==> src/rtl/tone_pkg.sv <==
// Shared constants and helpers for the tone synthesizer: note frequencies,
// octave encodings, code validity and the half-period formula.
`timescale 1ns/1ps
package tone_pkg;

    localparam logic [7:0] MUTE_CODE = 8'hFF;

    localparam logic [3:0] OCT_LOW  = 4'd0;
    localparam logic [3:0] OCT_MID  = 4'd1;
    localparam logic [3:0] OCT_HIGH = 4'd2;

    localparam longint unsigned F_C_MHZ = 64'd261630;
    localparam longint unsigned F_D_MHZ = 64'd293665;
    localparam longint unsigned F_E_MHZ = 64'd329628;
    localparam longint unsigned F_F_MHZ = 64'd349228;
    localparam longint unsigned F_G_MHZ = 64'd391995;
    localparam longint unsigned F_A_MHZ = 64'd440000;
    localparam longint unsigned F_B_MHZ = 64'd493883;

    localparam int HALF_W = 32;

    function automatic logic code_valid(input logic [7:0] code);
        return (code[7:4] <= OCT_HIGH) && (code[3:0] >= 4'd1) && (code[3:0] <= 4'd7);
    endfunction

    // Half-period in clk cycles for a code; 0 marks an invalid (silent) code.
    function automatic logic [HALF_W-1:0] half_period(input logic [7:0] code,
                                                      input longint unsigned clk_hz);
        longint unsigned f_mhz;
        longint unsigned base;
        if (!code_valid(code)) return '0;
        case (code[3:0])
            4'd1:    f_mhz = F_C_MHZ;
            4'd2:    f_mhz = F_D_MHZ;
            4'd3:    f_mhz = F_E_MHZ;
            4'd4:    f_mhz = F_F_MHZ;
            4'd5:    f_mhz = F_G_MHZ;
            4'd6:    f_mhz = F_A_MHZ;
            default: f_mhz = F_B_MHZ;
        endcase
        base = (clk_hz * 64'd1000) / (64'd2 * f_mhz);
        if (code[7:4] == OCT_LOW)  base = base << 1;
        if (code[7:4] == OCT_HIGH) base = base >> 1;
        return base[HALF_W-1:0];
    endfunction

endpackage

==> src/rtl/tone_lut.sv <==
// Combinational code-to-half-period lookup; the table is built at elaboration.
`timescale 1ns/1ps
module tone_lut
    import tone_pkg::*;
#(
    parameter longint unsigned CLK_HZ = 50_000_000,
    parameter int DIV_W = 18
) (
    input  logic [7:0]       code,
    output logic [DIV_W-1:0] half,
    output logic             valid
);

    if (half_period({OCT_LOW, 4'd1}, CLK_HZ) >= (64'd1 << DIV_W)) begin : g_width_check
        $error("DIV_W too narrow for the low-octave C half-period");
    end

    localparam logic [DIV_W-1:0] H_C = DIV_W'(half_period({OCT_MID, 4'd1}, CLK_HZ));
    localparam logic [DIV_W-1:0] H_D = DIV_W'(half_period({OCT_MID, 4'd2}, CLK_HZ));
    localparam logic [DIV_W-1:0] H_E = DIV_W'(half_period({OCT_MID, 4'd3}, CLK_HZ));
    localparam logic [DIV_W-1:0] H_F = DIV_W'(half_period({OCT_MID, 4'd4}, CLK_HZ));
    localparam logic [DIV_W-1:0] H_G = DIV_W'(half_period({OCT_MID, 4'd5}, CLK_HZ));
    localparam logic [DIV_W-1:0] H_A = DIV_W'(half_period({OCT_MID, 4'd6}, CLK_HZ));
    localparam logic [DIV_W-1:0] H_B = DIV_W'(half_period({OCT_MID, 4'd7}, CLK_HZ));

    logic [DIV_W-1:0] mid;

    always_comb begin
        valid = code_valid(code);
        case (code[3:0])
            4'd1:    mid = H_C;
            4'd2:    mid = H_D;
            4'd3:    mid = H_E;
            4'd4:    mid = H_F;
            4'd5:    mid = H_G;
            4'd6:    mid = H_A;
            4'd7:    mid = H_B;
            default: mid = '0;
        endcase
        case (code[7:4])
            OCT_LOW:  half = mid << 1;
            OCT_HIGH: half = mid >> 1;
            default:  half = mid;
        endcase
        if (!valid) half = '0;
    end

endmodule

==> src/rtl/tone_synth.sv <==
// Square-wave buzzer driver: latches a note code and toggles tone_out every
// half-period, re-evaluating the requested code only at half-period boundaries.
`timescale 1ns/1ps
module tone_synth
    import tone_pkg::*;
#(
    parameter longint unsigned CLK_HZ = 50_000_000,
    parameter int DIV_W = 18
) (
    input  logic       clk,
    input  logic       rst_n,
    input  logic [7:0] note_code,
    output logic       tone_out,
    output logic       active,
    output logic       note_strobe,
    output logic [7:0] cur_code
);

    localparam logic [0:0] IDLE = 1'b0;
    localparam logic [0:0] RUN  = 1'b1;

    logic [0:0]       state;
    logic [DIV_W-1:0] counter;
    logic [DIV_W-1:0] half_cur;
    logic             cur_valid;
    logic             boundary;

    tone_lut #(.CLK_HZ(CLK_HZ), .DIV_W(DIV_W)) u_lut (
        .code  (cur_code),
        .half  (half_cur),
        .valid (cur_valid)
    );

    // An invalid cur_code cannot occur in RUN; treating it as a boundary
    // guarantees the machine falls back to IDLE rather than counting forever.
    assign boundary = !cur_valid || (counter == half_cur - {{(DIV_W-1){1'b0}}, 1'b1});

    always_ff @(posedge clk) begin
        if (!rst_n) begin
            state       <= IDLE;
            counter     <= '0;
            tone_out    <= 1'b0;
            active      <= 1'b0;
            note_strobe <= 1'b0;
            cur_code    <= MUTE_CODE;
        end else begin
            note_strobe <= 1'b0;
            case (state)
                IDLE: begin
                    tone_out <= 1'b0;
                    counter  <= '0;
                    if (code_valid(note_code)) begin
                        state       <= RUN;
                        cur_code    <= note_code;
                        active      <= 1'b1;
                        note_strobe <= 1'b1;
                    end
                end
                RUN: begin
                    if (boundary) begin
                        counter <= '0;
                        if (note_code == cur_code) begin
                            tone_out <= ~tone_out;
                        end else if (code_valid(note_code)) begin
                            tone_out    <= ~tone_out;
                            cur_code    <= note_code;
                            note_strobe <= 1'b1;
                        end else begin
                            tone_out <= 1'b0;
                            state    <= IDLE;
                            active   <= 1'b0;
                            cur_code <= MUTE_CODE;
                        end
                    end else begin
                        counter <= counter + 1'b1;
                    end
                end
                default: state <= IDLE;
            endcase
        end
    end

endmodule
==> config.mk <==
export PLATFORM = sky130hd
export DESIGN_NAME = tone_synth
export DESIGN_NICKNAME = d
export VERILOG_FILES = /design/src/rtl/tone_pkg.sv /design/src/rtl/tone_lut.sv /design/src/rtl/tone_synth.sv
export SDC_FILE = /design/constraint.sdc
export NUM_CORES = 1
export LEC_CHECK = 0
export CAP_MARGIN = 20
export CELL_PAD_IN_SITES_DETAIL_PLACEMENT = 1
export CELL_PAD_IN_SITES_GLOBAL_PLACEMENT = 2
export CORE_UTILIZATION = 39
export CTS_BUF_LIST = sky130_fd_sc_hd__clkbuf_4 sky130_fd_sc_hd__clkbuf_8
export DETAILED_ROUTE_END_ITERATION = 6
export GPL_TIMING_DRIVEN = 0
export PLACE_DENSITY_LB_ADDON = 0.1
export SYNTH_ARGS = -nofsm -noshare
export SYNTH_HDL_FRONTEND = slang
export SYNTH_SLANG_ARGS = --single-unit
==> constraint.sdc <==
create_clock -name clk -period 5.75 [get_ports clk]
set_clock_uncertainty 0.1 [all_clocks]
set_input_delay 1.15 -clock clk [delete_from_list [all_inputs] [get_ports clk]]
set_output_delay 1.15 -clock clk [all_outputs]
set_load 0.01 [all_outputs]
* After elaboration in Yosys (flattened, before gate mapping)
Index checks and enable logic that the tools add are counted.
** Operators by class
- Bitwise logic cells :: 2
- $lt $le $gt $ge :: 6
- Reduce and logical (&&, ||, !) cells :: 9
- Eq/ne operators :: 14
- Multiplexer cells :: 26
- $add $sub $neg :: 2
** Operators by type and width (count)
- $pmux W17 S7 :: 1
- $pmux W18 S2 :: 2
- $mux W18 :: 2
- $mux W8 :: 4
- $add A18 B1 Y18 const B :: 1
- $eq A18 B18 Y1 :: 1
- $sub A18 B1 Y18 const B :: 1
- $eq A4 B3 Y1 const B :: 4
- $pmux W8 S2 :: 1
- $eq A4 B2 Y1 const B :: 3
- $mux W1 :: 12
- $eq A8 B8 Y1 :: 1
- $ge A4 B1 Y1 const B :: 2
- $le A4 B2 Y1 const B :: 2
- $le A4 B3 Y1 const B :: 2
- $pmux W1 S2 :: 4
- $ne A2 B2 Y1 const B :: 3
- $eq A4 B1 Y1 const B :: 1
- $logic_and A1 B1 Y1 :: 4
- $logic_not A4 Y1 :: 1
- $reduce_and A4 Y1 :: 1
- $reduce_and A3 Y1 :: 1
- $ne A2 B1 Y1 const B :: 1
- $not A1 Y1 :: 2
- other kinds (2) :: 2
** Word-level totals
- Output and inout bits :: 11
- Register bits :: 30
- Logic and storage cells :: 65
- Input bits :: 10

* Logic depth before layout (Yosys ltp)
- Word-level depth :: 9
- Mapped depth :: 16
- Gate-level depth less buffers :: 12

* By module
Synthesis repeated with hierarchy kept, for this count alone.
** Unflattened totals
- Cell total of the unflattened synthesis :: 357
- Area total of the unflattened synthesis :: 2717.6 sq um
** By module, submodules not included
- tone_synth :: seq. area each 600.6 sq um, instances 1, cells an instance 243, area each 2001.9 sq um
- tone_lut :: seq. area each 0.0 sq um, instances 1, cells an instance 114, area each 715.7 sq um

* Worst setup path after synthesis
Ideal clock, no wire load.
- Path type :: register to register
- From :: register cur_code[7]
- To :: register state
- Data arrival time :: 3.094 ns
- Data required time :: 5.517 ns
- Period minus slack after synthesis :: 3.327 ns
- Buffers on the path :: 3
- Stages on the path, launching flop included :: 16
- Slack :: 2.423 ns
- Library setup time :: 0.133 ns
- Cell sequence :: dfxtp_1 buf_6 or3_4 buf_6 buf_6 nor4_1 a21oi_1 ha_1 xnor2_1 xnor2_1 a2111oi_2 o2111ai_1 a2111oi_4 a21oi_4 o21ai_4 a21oi_1
** On the way
- Word-level cells in the longest chain between the ends :: 9
- Elaborated cells on any way between the ends :: 15
- Classes of those cells :: add/sub: 1; order compare: 1; eq/ne: 3; mux: 5; reduce/logical: 5
** Ends and longest elaborated chain
- start: declaration :: line tone_synth.sv:16 : output logic [7:0] cur_code
- start signal: assignment :: line tone_synth.sv:54 : cur_code <= note_code;
- start signal: assignment :: line tone_synth.sv:66 : cur_code <= note_code;
- $le A4 B2 Y1 :: line tone_pkg.sv:23 : return (code[7:4] <= OCT_HIGH) && (code[3:0] >= 4'd1) && (code[3:0] <= 4'd7);
- $logic_and A1 B1 Y1 (2 in series) :: line tone_pkg.sv:23
- $mux W18 :: line tone_lut.sv:45 : if (!valid) half = '0;
- $sub A18 B1 Y18 :: line tone_synth.sv:36 : assign boundary = !cur_valid || (counter == half_cur - {{(DIV_W-1){1'b0}}, 1'b1});
- $eq A18 B18 Y1 :: line tone_synth.sv:36
- $logic_or A1 B1 Y1 :: line tone_synth.sv:36
- $mux W1 * :: line tone_synth.sv:60 : if (boundary) begin
- $pmux W1 S2 * :: line tone_synth.sv:48 : case (state)
- end signal: assignment :: line tone_synth.sv:40 : state <= IDLE;
- end signal: assignment :: line tone_synth.sv:53 : state <= RUN;
- end signal: assignment :: line tone_synth.sv:70 : state <= IDLE;
- end: declaration :: line tone_synth.sv:22 : logic [0:0] state;
Every way passes the cells marked *; elsewhere a longest branch is shown, timed or not.
A chain may end at the register's enable or synchronous reset.

* Worst setup path in the final report
- From :: register cur_code[6]
- To :: register cur_code[5]
** On the way
- Word-level cells in the longest chain between the ends :: 9
- Elaborated cells on any way between the ends :: 15
- Classes of those cells :: add/sub: 1; order compare: 1; eq/ne: 5; mux: 2; reduce/logical: 6
** Ends and longest elaborated chain (line)
- $le A4 B2 Y1 :: tone_pkg.sv:23
- $logic_and A1 B1 Y1 (2 in series) :: tone_pkg.sv:23
- $mux W18 :: tone_lut.sv:45
- $sub A18 B1 Y18 :: tone_synth.sv:36
- $eq A18 B18 Y1 :: tone_synth.sv:36
- $logic_or A1 B1 Y1 :: tone_synth.sv:36
- $ne A2 B1 Y1 (no source line)
- $reduce_and A3 Y1 (no source line) *
Marked as above.

==> metrics <==
synthesized area per cell 7.92 um^2; post-place setup slack 1990 ps; Slew @ Worst Pin 799 ps; crit path launch cur_code[6]; Gate power share 13.6%; RSZ-0062 raised after global routing no; CTS Sinks 30; clk_lat worst skew 280 ps; Hold EP counter[0]; Post-synth EDFFs 0; initial antenna violation count 0; Sw Share 26.5%; Flop pwr share 47.0%; Root Driver clkbuf_8; Critical R2R Capture cur_code[5]; row cnt 29; Final setup violation count 0; vias in the first global route 2700; top cell type's share of synthesized area 22.6%; slew margin rel. 46.6%; Power Total 0.000453 W; ys flop type dfxtp_1; worst setup margin 1990 ps; clock buffer depth 2; reg2reg setup slack 1990 ps; clk slew on worst S/H paths 70 ps; type of the worst min-delay path flop to flop; Pint 0.000333 W; status complete, no violations; clock share of power 39.5%; Vert. Die Dim 84.5 um; setup TNS 0 ps; Hold Vio Cnt, Final 0; Tmin final 3760 ps; Post-CTS Resized 0; worst r2r path cells 15; P_leak 1.04 nW; max cap viols 0; Tcrit/Tclk final 65.4%; post-DP HPWL 6.24 mm; power density over the cells 149 nW/um^2; largest cells by area after synthesis dfxtp_1, xor2_1, xnor2_1, nor2_1, a21oi_1; Starting Density 41.1%; CP Data Required Time 5850 ps; Pre-antenna DRT Iters 4; synthesized netlist cell count 335; Mapped Nets 347; hold path start counter[0]; largest net degree at the start of global routing 11; port bufs 20; CP endpoint kind flop; Arrival @ worst endpoint 3860 ps; Synth area leader dfxtp_1; ANT cells 0; Core Util, Final 47.2%; CTS tree yes; CP Max Fanout 10; placed cells 432; WHS Path Cells 1; share of layout cells above drive strength 1 12.4%; total core area 6460 um^2; DIE WIDTH 84.5 um; drt drc 0; vias post-DR 2649; ys async rst share 0%; sequential cell area fraction in the yosys report 22.6%; filler instances 801; drt via density 6.02; Synth Cell Area 2650 um^2; DIE AREA 7140 um^2; worst vdd ir 0.0845 mV; r2r startpoint cur_code[6]; most frequent cells in the layout nor2_1, dfxtp_1, xor2_1, nand2_1, clkdlybuf4s50_1; max-slew violations 0; Layout Area Growth over Synthesis 14.8%; post-synth cell types 72; net switching power 0.000120 W; CTS Buf Count 5; Finished Layout Cells 440; Setup CP Type flop to flop; Post-DRT Antenna Nets 0; post-CTS setup buffer count 0; htree depth 2; Final Net Count 374; drt wl/cell 18.5 um; CP Launch Type flop; GPL Wtd Cong 0.860; Achievable Freq 266 MHz; grt total ovfl 0; commonest non-fill, non-tap cell in the layout nor2_1; Iter 0 DRT Violations 116; final wirelength 8.14 mm; I/O pin count 21; global-route wire length before repair 13.4 mm; Yosys warning count 0; GRT Util Overall 23.6%; synthesized flop and latch total 30; hold_buf cts 0
-- stage by stage --
step / hold slack, ps / cell area, um^2
global route: 403 / 3050
finish: 381 / 3050
global placement: 362 / 2950
detailed placement: 369 / 2950
floorplan: 336 / 2650
CTS: 387 / 3050
-- how the worst max path moves through the flow --
stage	end	slack, ps	cells after the start
floorplan	state	2420	15
global placement	cur_code[4]	2070	15
detailed placement	state	1990	15
CTS	cur_code[5]	1970	15
global route	cur_code[4]	1740	15
finish	cur_code[5]	1990	15
-- layout make-up --
cell class                      instances  area (um^2)  share of cell area [%]
Clock inverter                          2         12.5                   0.411
Buffer                                 26          165                    5.42
Sequential cell                        30          601                    19.7
Tap cell                               77         96.3                    3.16
Clock buffer                            6         82.6                    2.71
Multi-Input combinational cell        270         1850                    60.9
Timing Repair Buffer                   20          200                    6.57
Inverter                                9         33.8                    1.11
-- power by group through the flow --
stage	sequential (W)	combinational (W)	clock, W
2_1_floorplan	0.000218	0.0000360	0
3_3_place_gp	0.000218	0.0000602	0
3_5_place_dp	0.000218	0.0000607	0
4_1_cts	0.000213	0.0000610	0.000185
5_1_grt	0.000213	0.0000657	0.000196
6_report	0.000213	0.0000614	0.000179
-- sequential cells by signal (all words and copies together) (netlist names) --
signal       count
tone_out         1
state            1
cur_code         8
active           1
note_strobe      1
counter         18
-- cells by family (layout without fill, tap and decap cells) --
family | after synthesis | after routing | synth area share (%)
compound gates | 93 | 93 | 27.6
fa+ha+maj | 3 | 3 | 1.32
buf+inv | 35 | 63 | 7.50
simple gates | 128 | 128 | 25.6
mux | 2 | 2 | 0.754
xor+xnor | 44 | 44 | 14.5
flops | 30 | 30 | 22.6
-- critical path, cell delays in order (launching register included) --
cell       delay, ps
dfxtp_1          360
buf_4            190
or3_4            330
buf_6            150
buf_6            150
nor4_1           320
a21oi_1           80
ha_1             230
xnor2_1          140
xnor2_1          150
a2111oi_2        310
o2111ai_1        220
a2111oi_4        280
a21oi_4          170
o221ai_4         300
a2bb2oi_1        190
-- routing by layer --
metal | vias to the layer above | track usage (%) | wire, um
li1 | 1271 | - | -
met1 | 1313 | 31.0 | 3890
met2 | 55 | 40.5 | 3860
met3 | 10 | 2.95 | 269
met4 | 0 | 7.09 | 114
met5 | - | 0 | 0
-- synthesized netlist by cell type, drive strengths merged (6+ instances only) --
master / number
o21ai: 20
nor2b: 7
nand3: 13
xnor2: 18
nand2: 22
a21oi: 20
and3: 6
a2bb2oi: 8
inv: 9
nor3: 13
buf: 22
dfxtp: 30
xor2: 26
nor2: 39
Note: power is estimated with default switching activity, not from simulation.
